===== config.mk =====
export PLATFORM = sky130hd
export DESIGN_NAME = seq_divider8
export DESIGN_NICKNAME = d
export VERILOG_FILES = /design/src/rtl/seq_divider8.sv
export SDC_FILE = /design/constraint.sdc
export NUM_CORES = 1
export LEC_CHECK = 0
export BUFFER_PORTS_ARGS = -buffer_cell sky130_fd_sc_hd__buf_2
export CORE_ASPECT_RATIO = 0.7
export CORE_MARGIN = 5
export CORE_UTILIZATION = 30
export DETAILED_ROUTE_END_ITERATION = 12
export PLACE_DENSITY = 0.55
export SETUP_SLACK_MARGIN = 0.4
export SYNTH_ARGS = -nofsm -noshare
export SYNTH_HDL_FRONTEND = slang
export SYNTH_SLANG_ARGS = --single-unit

===== constraint.sdc =====
create_clock -name clk -period 2.5 [get_ports clk]
set_input_delay 0.125 -clock clk [delete_from_list [all_inputs] [get_ports clk]]
set_output_delay 0.125 -clock clk [all_outputs]
set_load 0.02 [all_outputs]

===== src/rtl/seq_divider8.sv =====
// rtl/seq_divider8.sv - iterative radix-2 restoring divider (optional DIV_SIGNED_EN for two's complement)
module seq_divider8 #(
  parameter int WIDTH = 8
) (
  input  logic             clk,
  input  logic             rst,
  input  logic             start,
  input  logic [WIDTH-1:0] dividend,
  input  logic [WIDTH-1:0] divisor,
  output logic             busy,
  output logic             done,
  output logic [WIDTH-1:0] quotient,
  output logic [WIDTH-1:0] remainder,
  output logic             div_by_zero
);

  localparam int CW = $clog2(WIDTH + 1);

`ifdef DIV_SIGNED_EN
  // One extra CALC cycle applies the sign fix-up before DONE.
  localparam logic [CW-1:0] LAST_ITER = CW'(WIDTH);
`else
  localparam logic [CW-1:0] LAST_ITER = CW'(WIDTH - 1);
`endif

  typedef enum logic [1:0] {IDLE, CALC, DONE} state_t;

  state_t           state, state_n;
  logic [WIDTH-1:0] rem_q;     // partial remainder
  logic [WIDTH-1:0] dvd_q;     // dividend bits shifting out, quotient bits shifting in
  logic [WIDTH-1:0] dsr_q;     // divisor (magnitude in signed builds)
  logic [WIDTH-1:0] num_q;     // original dividend, returned as remainder on divide by zero
  logic [CW-1:0]    cnt_q;

  logic [WIDTH-1:0] mag_a, mag_b;
  logic [WIDTH:0]   shifted;
  logic             fits;
  logic [WIDTH-1:0] rem_nx, dvd_nx;

`ifdef DIV_SIGNED_EN
  logic q_neg_q, r_neg_q;

  // Strip signs on entry; the most negative value maps to its unsigned magnitude.
  always_comb begin
    mag_a = dividend[WIDTH-1] ? -dividend : dividend;
    mag_b = divisor[WIDTH-1]  ? -divisor  : divisor;
  end
`else
  // Unsigned operands are divided as-is.
  always_comb begin
    mag_a = dividend;
    mag_b = divisor;
  end
`endif

  // One restoring step: shift in the next dividend bit and trial-subtract the divisor.
  always_comb begin
    shifted = {rem_q, dvd_q[WIDTH-1]};
    fits    = (shifted >= {1'b0, dsr_q});
    // When the trial fits the true difference is below the divisor, so the low bits are exact.
    rem_nx  = fits ? (shifted[WIDTH-1:0] - dsr_q) : shifted[WIDTH-1:0];
    dvd_nx  = {dvd_q[WIDTH-2:0], fits};
  end

  // State register.
  always_ff @(posedge clk or posedge rst) begin
    if (rst) state <= IDLE;
    else     state <= state_n;
  end

  // Next-state logic; start is only honoured outside CALC.
  always_comb begin
    state_n = state;
    case (state)
      IDLE: if (start) state_n = CALC;
      CALC: begin
        if (dsr_q == '0)            state_n = DONE;
        else if (cnt_q == LAST_ITER) state_n = DONE;
      end
      DONE: state_n = start ? CALC : IDLE;
      default: state_n = IDLE;
    endcase
  end

  // Datapath: operand capture, iteration, and result registers written only on the done edge.
  always_ff @(posedge clk or posedge rst) begin
    if (rst) begin
      rem_q       <= '0;
      dvd_q       <= '0;
      dsr_q       <= '0;
      num_q       <= '0;
      cnt_q       <= '0;
      quotient    <= '0;
      remainder   <= '0;
      div_by_zero <= 1'b0;
`ifdef DIV_SIGNED_EN
      q_neg_q     <= 1'b0;
      r_neg_q     <= 1'b0;
`endif
    end else if (state != CALC) begin
      if (start) begin
        rem_q   <= '0;
        dvd_q   <= mag_a;
        dsr_q   <= mag_b;
        num_q   <= dividend;
        cnt_q   <= '0;
`ifdef DIV_SIGNED_EN
        q_neg_q <= dividend[WIDTH-1] ^ divisor[WIDTH-1];
        r_neg_q <= dividend[WIDTH-1];
`endif
      end
    end else begin
      if (dsr_q == '0) begin
        quotient    <= '1;
        remainder   <= num_q;
        div_by_zero <= 1'b1;
      end else begin
`ifdef DIV_SIGNED_EN
        if (cnt_q == LAST_ITER) begin
          quotient    <= q_neg_q ? -dvd_q : dvd_q;
          remainder   <= r_neg_q ? -rem_q : rem_q;
          div_by_zero <= 1'b0;
        end else begin
          rem_q <= rem_nx;
          dvd_q <= dvd_nx;
          cnt_q <= cnt_q + CW'(1);
        end
`else
        rem_q <= rem_nx;
        dvd_q <= dvd_nx;
        cnt_q <= cnt_q + CW'(1);
        if (cnt_q == LAST_ITER) begin
          quotient    <= dvd_nx;
          remainder   <= rem_nx;
          div_by_zero <= 1'b0;
        end
`endif
      end
    end
  end

  // Status outputs decode directly from the state.
  always_comb begin
    busy = (state == CALC);
    done = (state == DONE);
  end

endmodule


* After elaboration in Yosys (flattened, before gate mapping)
Index checks and enable logic that the tools add are counted.
Storage, ports and cells: register bits 55, output and inout bits 19, word-level logic and storage cells 49
Cells by class: $add $sub $neg 2, $lt $le $gt $ge 1, equal/unequal tests 8, mux-type cells 21, bitwise gates (word level) 1, reduce and logical (&&, ||, !) cells 7
Operators with widths (number):
- $mux 8 | 11
- $mux 4 | 3
- $ge 9x8->1 | 1
- $logic_not 8->1 | 1
- $reduce_and 2->1 | 4
- $sub 8x8->8 | 1
- $mux 2 | 3
- $ne 2x2->1 const B | 3
- $pmux 2 s3 | 1
- $add 4x1->4 const B | 1
- $eq 4x3->1 const B | 1
- $mux 1 | 3
- $ne 3x1->1 const B | 1
- $eq 2x1->1 const B | 1
- $eq 2x2->1 const B | 1
- $logic_not 2->1 | 1
- $ne 2x1->1 const B | 1
- $reduce_bool 2->1 | 1
- $not 1->1 | 1

* Depth between registers and ports, before layout
depth after elaboration 4, depth in mapped cells 9, gate-level depth less buffers 9

* Least setup slack after synthesis
Ideal clock, no wire load.
kind register -> register, from register rem_q[3], to register rem_q[2], library setup time 0.122 ns, arrival time 1.967 ns, data required time 2.378 ns, setup slack 0.411 ns, cell stages (with the launch flop) 7, path buffers 0, clock period less this slack 2.089 ns, cells stage by stage dfrtp_1 ha_1 a21o_1 a31o_1 o221a_1 or3_1 a32o_1
On the way: word-level cells in the longest chain between the ends 4
Ends and longest elaborated chain:
- start: declaration | RTL line 29 | logic [WIDTH-1:0] rem_q;
- start signal: assignment | RTL line 129 | rem_q <= rem_nx;
- $ge 9x8->1 | RTL line 59 | fits = (shifted >= {1'b0, dsr_q});
- $mux 8 | RTL line 61 | rem_nx = fits ? (shifted[WIDTH-1:0] - dsr_q) : shifted[WIDTH-1:0];
- $mux 8 | RTL line 113 | if (dsr_q == '0) begin
- $mux 8 | RTL line 100 | end else if (state != CALC) begin
Every way passes these cells. The select of a mux whose other input is x is not followed. A chain may end at the register's enable or synchronous reset.

* Final worst setup path
from register dsr_q[5], to register rem_q[2]
On the way: word-level cells in the longest chain between the ends 4, elaborated cells between the ends (all ways) 7
Ends and longest elaborated chain:
- start: declaration | RTL line 31 | logic [WIDTH-1:0] dsr_q;
- start signal: assignment | RTL line 104 | dsr_q <= mag_b;
- $ge 9x8->1 | RTL line 59
- $mux 8 | RTL line 61
- $mux 8 | RTL line 113
- $mux 8 | RTL line 100
Several ways; a longest one is shown, not always the timed one. The select of a mux whose other input is x is not followed.

==> results.md <==
- At the pin with the least slew margin, the transition time is 0.9490 ns.
- The number of search-and-repair iterations in the first detailed-routing pass is 4.
- The boundary pin count is 38.
- Summing every instance area after synthesis gives 2849 um2.
- After clock tree synthesis, the clock-pin slew on the worst setup and hold paths is 0.07 ns.
- The worst setup path is captured at a flop.
- The startpoint type of the worst setup path is a flop.
- In the final routed layout, each cell accounts on average for 16.48 um.
- The number of instances in the synthesized netlist is 267.
- The area of the die is 11580 um2.
- The number of buffers created by CTS is 5.
- The worst hold slack after final layout is 0.01386 ns.
- The vertical extent of the die is 91.54 um.
- TritonCTS built the clock tree.
- The startpoint identified for the worst register-to-register timing path is dsr_q[5]$_DFFE_PP0P_.
- Derived from the worst setup path, the maximum achievable clock frequency is 0.4780 GHz.
- In this run the deepest clock path goes through 2 buffers.
- The row count is 29.
- The worst setup slack for register-to-register paths is 0.41 ns.
- The share of synthesized flip-flops with an asynchronous set or reset is 100.0%.
- The Yosys step of the flow raised 0 warnings.
- The number of vias per cell after detailed routing is 5.133.
- The synthesized design contains 55 register bits.
- The number of cells on the worst reg-to-reg path is 7.
- By count the netlist is led by 55 x dfrtp_1, 26 x nand2_1, 18 x o21ai_0.
- The sink count of the clock tree is 55.
- The power per standard cell area is 1623 nW/um2.
- The share of layout cells above drive strength 1 is 39.88%.
- The most critical setup path has its startpoint at dsr_q[5]$_DFFE_PP0P_.
- The type of the worst min-delay path is input port to async pin.
- The area share of the leading cell type in the synthesized netlist is 48.31%.
- VDD sags by at most 563.5 uV.
- In this run, post-CTS hold repair placed 0 buffers.
- The die span in x is 126.5 um.
- The final global-route overflow total is 0.
- The synthesized design spends more area on one cell type than any other, namely dfrtp_1.
- The final net count is 364.
- The share of total power dissipated in combinational logic is 60.6%.
- OpenSTA, run right after detailed placement, puts the worst setup slack at 0.2013 ns.
- At the later pin of the worst-skew pair, clock insertion delay measures 0.30 ns.
- After detailed routing, the number of remaining DRC violations is 0.
- The final worst-path setup slack is 0.4079 ns.
- The detailed placer's ending HPWL is 5.299 mm.
- The primary flip-flop cell chosen by synthesis mapping is dfrtp_1.
- The congestion estimate from routability-driven global placement came to 0.7872.
- The via count of the first global-routing pass was 2366.
- Max-cap violations in this run came to 0.
- In this run switching power makes up 43.17% of total power.
- Of the synthesized area, sequential elements account for 48.31%.
- The first-pass GRT wire length is 12.35 mm.
- The post-route cell area is 3706 um2.
- The final critical delay including setup and external delays is 2.092 ns.
- The number of nets handed over by synthesis was 296.
- The cell sitting at the root of the clock tree is a clkbuf_16.
- The area added between synthesis and finish is 30.08%.
- Yosys attributes the largest share of cell area to dfrtp_1 48%, mux2_2 6.3%, ha_1 4.0%.
- Setup violations remaining at the end of the flow were counted as 0.
- Setup repair after global routing could not meet its margin everywhere.
- Summed over all nets, the switching power comes to 0.002597 W.
- For this design the static power due to leakage is 1.576 nW.
- The final antenna diode count is 0.
- The power share of the clock group is 11.4%.
- Counting flops with a built-in enable in the synthesized netlist gives 0.
- The total area of multi-input combinational cells is 1503 um2.
- Registers are responsible for 28.0% of the overall power.
- Wires add up to 7.583 mm.
- Between clock sinks in the finished design, the worst skew comes to 0.003912 ns.
- The run finished with clean final reports.
- The start-to-end type of the worst setup path is flop to flop.
- The initial utilization of the core area, before any placement, comes to 31.03%.
- Global routing used 13.22% of the available tracks across all layers.
- The number of max-slew violations in the final report is 0.
- The H-tree was split into 2 levels.
- dfrtp_1 is the most common cell in the netlist.
- The maximum number of pins on one net before global-route repair is 56.
- The routed layout has 2361 vias.
- Adding up every negative setup slack in the final design gives 0 ns.
- The post-route fraction of the period consumed by the critical path is 83.69%.
- The number of library cell types mapped by synthesis is 56.
- The endpoint required time on the critical path is 2.68 ns.
- The violation count after the first detailed-routing iteration is 179.
- After filler insertion, the fill cell instance count of the layout stands at 904.
- The worst pin sits at a relative slew slack of 36.74%.
- The initial antenna violation count is 0.
- In the final layout, flip-flops and latches occupy 1380 um2.
- The endpoint identified for the worst register-to-register timing path is rem_q[2]$_DFFE_PP0P_.
- The highest net fanout along the worst path is 4.
- Summing internal, switching and leakage power gives 0.006016 W.
- The endpoint arrival time on the critical path is 2.28 ns.
- In this run the remaining antenna-violating nets after routing total 0.
- Cell internal power was estimated by the tool at 0.003419 W.
- In this run the standard cell core region covers 9180 um2.
- Summing all placed instances gives a cell area of 3223 um2.
- The mean cell area of the mapped netlist is 10.67 um2.
- The number of port buffers is 37.
- The hold violation total from the final report came to 0.
==> per-layer routing <==
layer	up-vias	routed length (um)	share of wire [%]	global-route usage, %
li1	1135	-	-	-
met1	1159	3808	50	19.71
met2	62	3273	43	18.53
met3	5	451	5.9	3.871
met4	0	49	0.65	3.482
met5	-	0	0	0
==> timing repair <==
action                                  in CTS  in global routing
buffers inserted                            12                  9
endpoints found under the setup margin      18                 26
pin swaps                                   10                 13
gates resized for setup                     14                 27
==> how the worst max path moves through the flow <==
stage | end | cells past startpoint
after floorplan | rem_q[2]$_DFFE_PP0P_ | 6
after global placement | rem_q[2]$_DFFE_PP0P_ | 6
after detailed placement | rem_q[6]$_DFFE_PP0P_ | 9
after CTS | remainder[6]$_DFFE_PP0P_ | 9
after global routing | rem_q[6]$_DFFE_PP0P_ | 9
final | rem_q[2]$_DFFE_PP0P_ | 7
==> critical path, cell delays in order (launching register included) <==
cell and delay [ns]:
dfrtp_1 0.40, inv_1 0.09, ha_4 0.18, a21o_1 0.19, and2_4 0.16, or3_4 0.39
or3_1 0.32, a32o_1 0.25
==> layout make-up <==
cell class | instances | area share (%)
repair buffers | 73 | 12.93
well taps | 124 | 4.186
flip-flops and latches | 55 | 37.24
clock inverters | 3 | 0.4051
inverters | 13 | 1.317
multi-input cells | 187 | 40.55
clock buffers | 5 | 3.376
==> state kept, by name (all words and copies together) (netlist names) <==
register,count
remainder,8
dvd_q,8
quotient,8
div_by_zero,1
cnt_q,4
num_q,8
rem_q,8
dsr_q,8
state,2
==> power groups by stage <==
stage          clock network, W  logic (W)  registers (W)
2_1_floorplan                 0    0.00197        0.00177
3_3_place_gp                  0    0.00278        0.00169
3_5_place_dp                  0    0.00282        0.00171
4_1_cts                0.000701    0.00317        0.00169
5_1_grt                0.000749    0.00397        0.00174
6_report               0.000683    0.00365        0.00168
==> cell usage in the layout, fill, tap and decap left out, types with 4 or more instances in the layout <==
cell type and count:
a21oi_1 8, nor4_1 4, inv_1 6, dfrtp_1 52, o22a_1 7, nor3_1 8
o211ai_1 4, nor2_1 5, a31oi_1 5, buf_4 32, mux2i_1 7, o22ai_1 8
nand4_1 6, inv_2 6, mux2_2 16, o21ai_0 16, buf_2 37, nand2_1 26
ha_4 4, clkbuf_16 5
==> per-stage QoR <==
stage / utilization, % / instances
after floorplan: - / 267
after global placement: 35.11 / 431
after detailed placement: 35.11 / 431
after CTS: 38.22 / 451
after global routing: 40.37 / 460
final: 40.37 / 460
==> logic make-up (layout without fill, tap and decap cells) <==
| logic type | count (synthesis) | after routing | share of synthesized area [%] |
|---|---|---|---|
| fa+ha+maj | 10 | 10 | 4.655 |
| compound gates | 80 | 80 | 19.50 |
| buf+inv | 25 | 94 | 4.479 |
| xor+xnor | 3 | 3 | 0.9224 |
| simple gates | 71 | 71 | 13.35 |
| flops | 55 | 55 | 48.31 |
| mux | 23 | 23 | 8.783 |
Note: power is estimated with default switching activity, not from simulation.
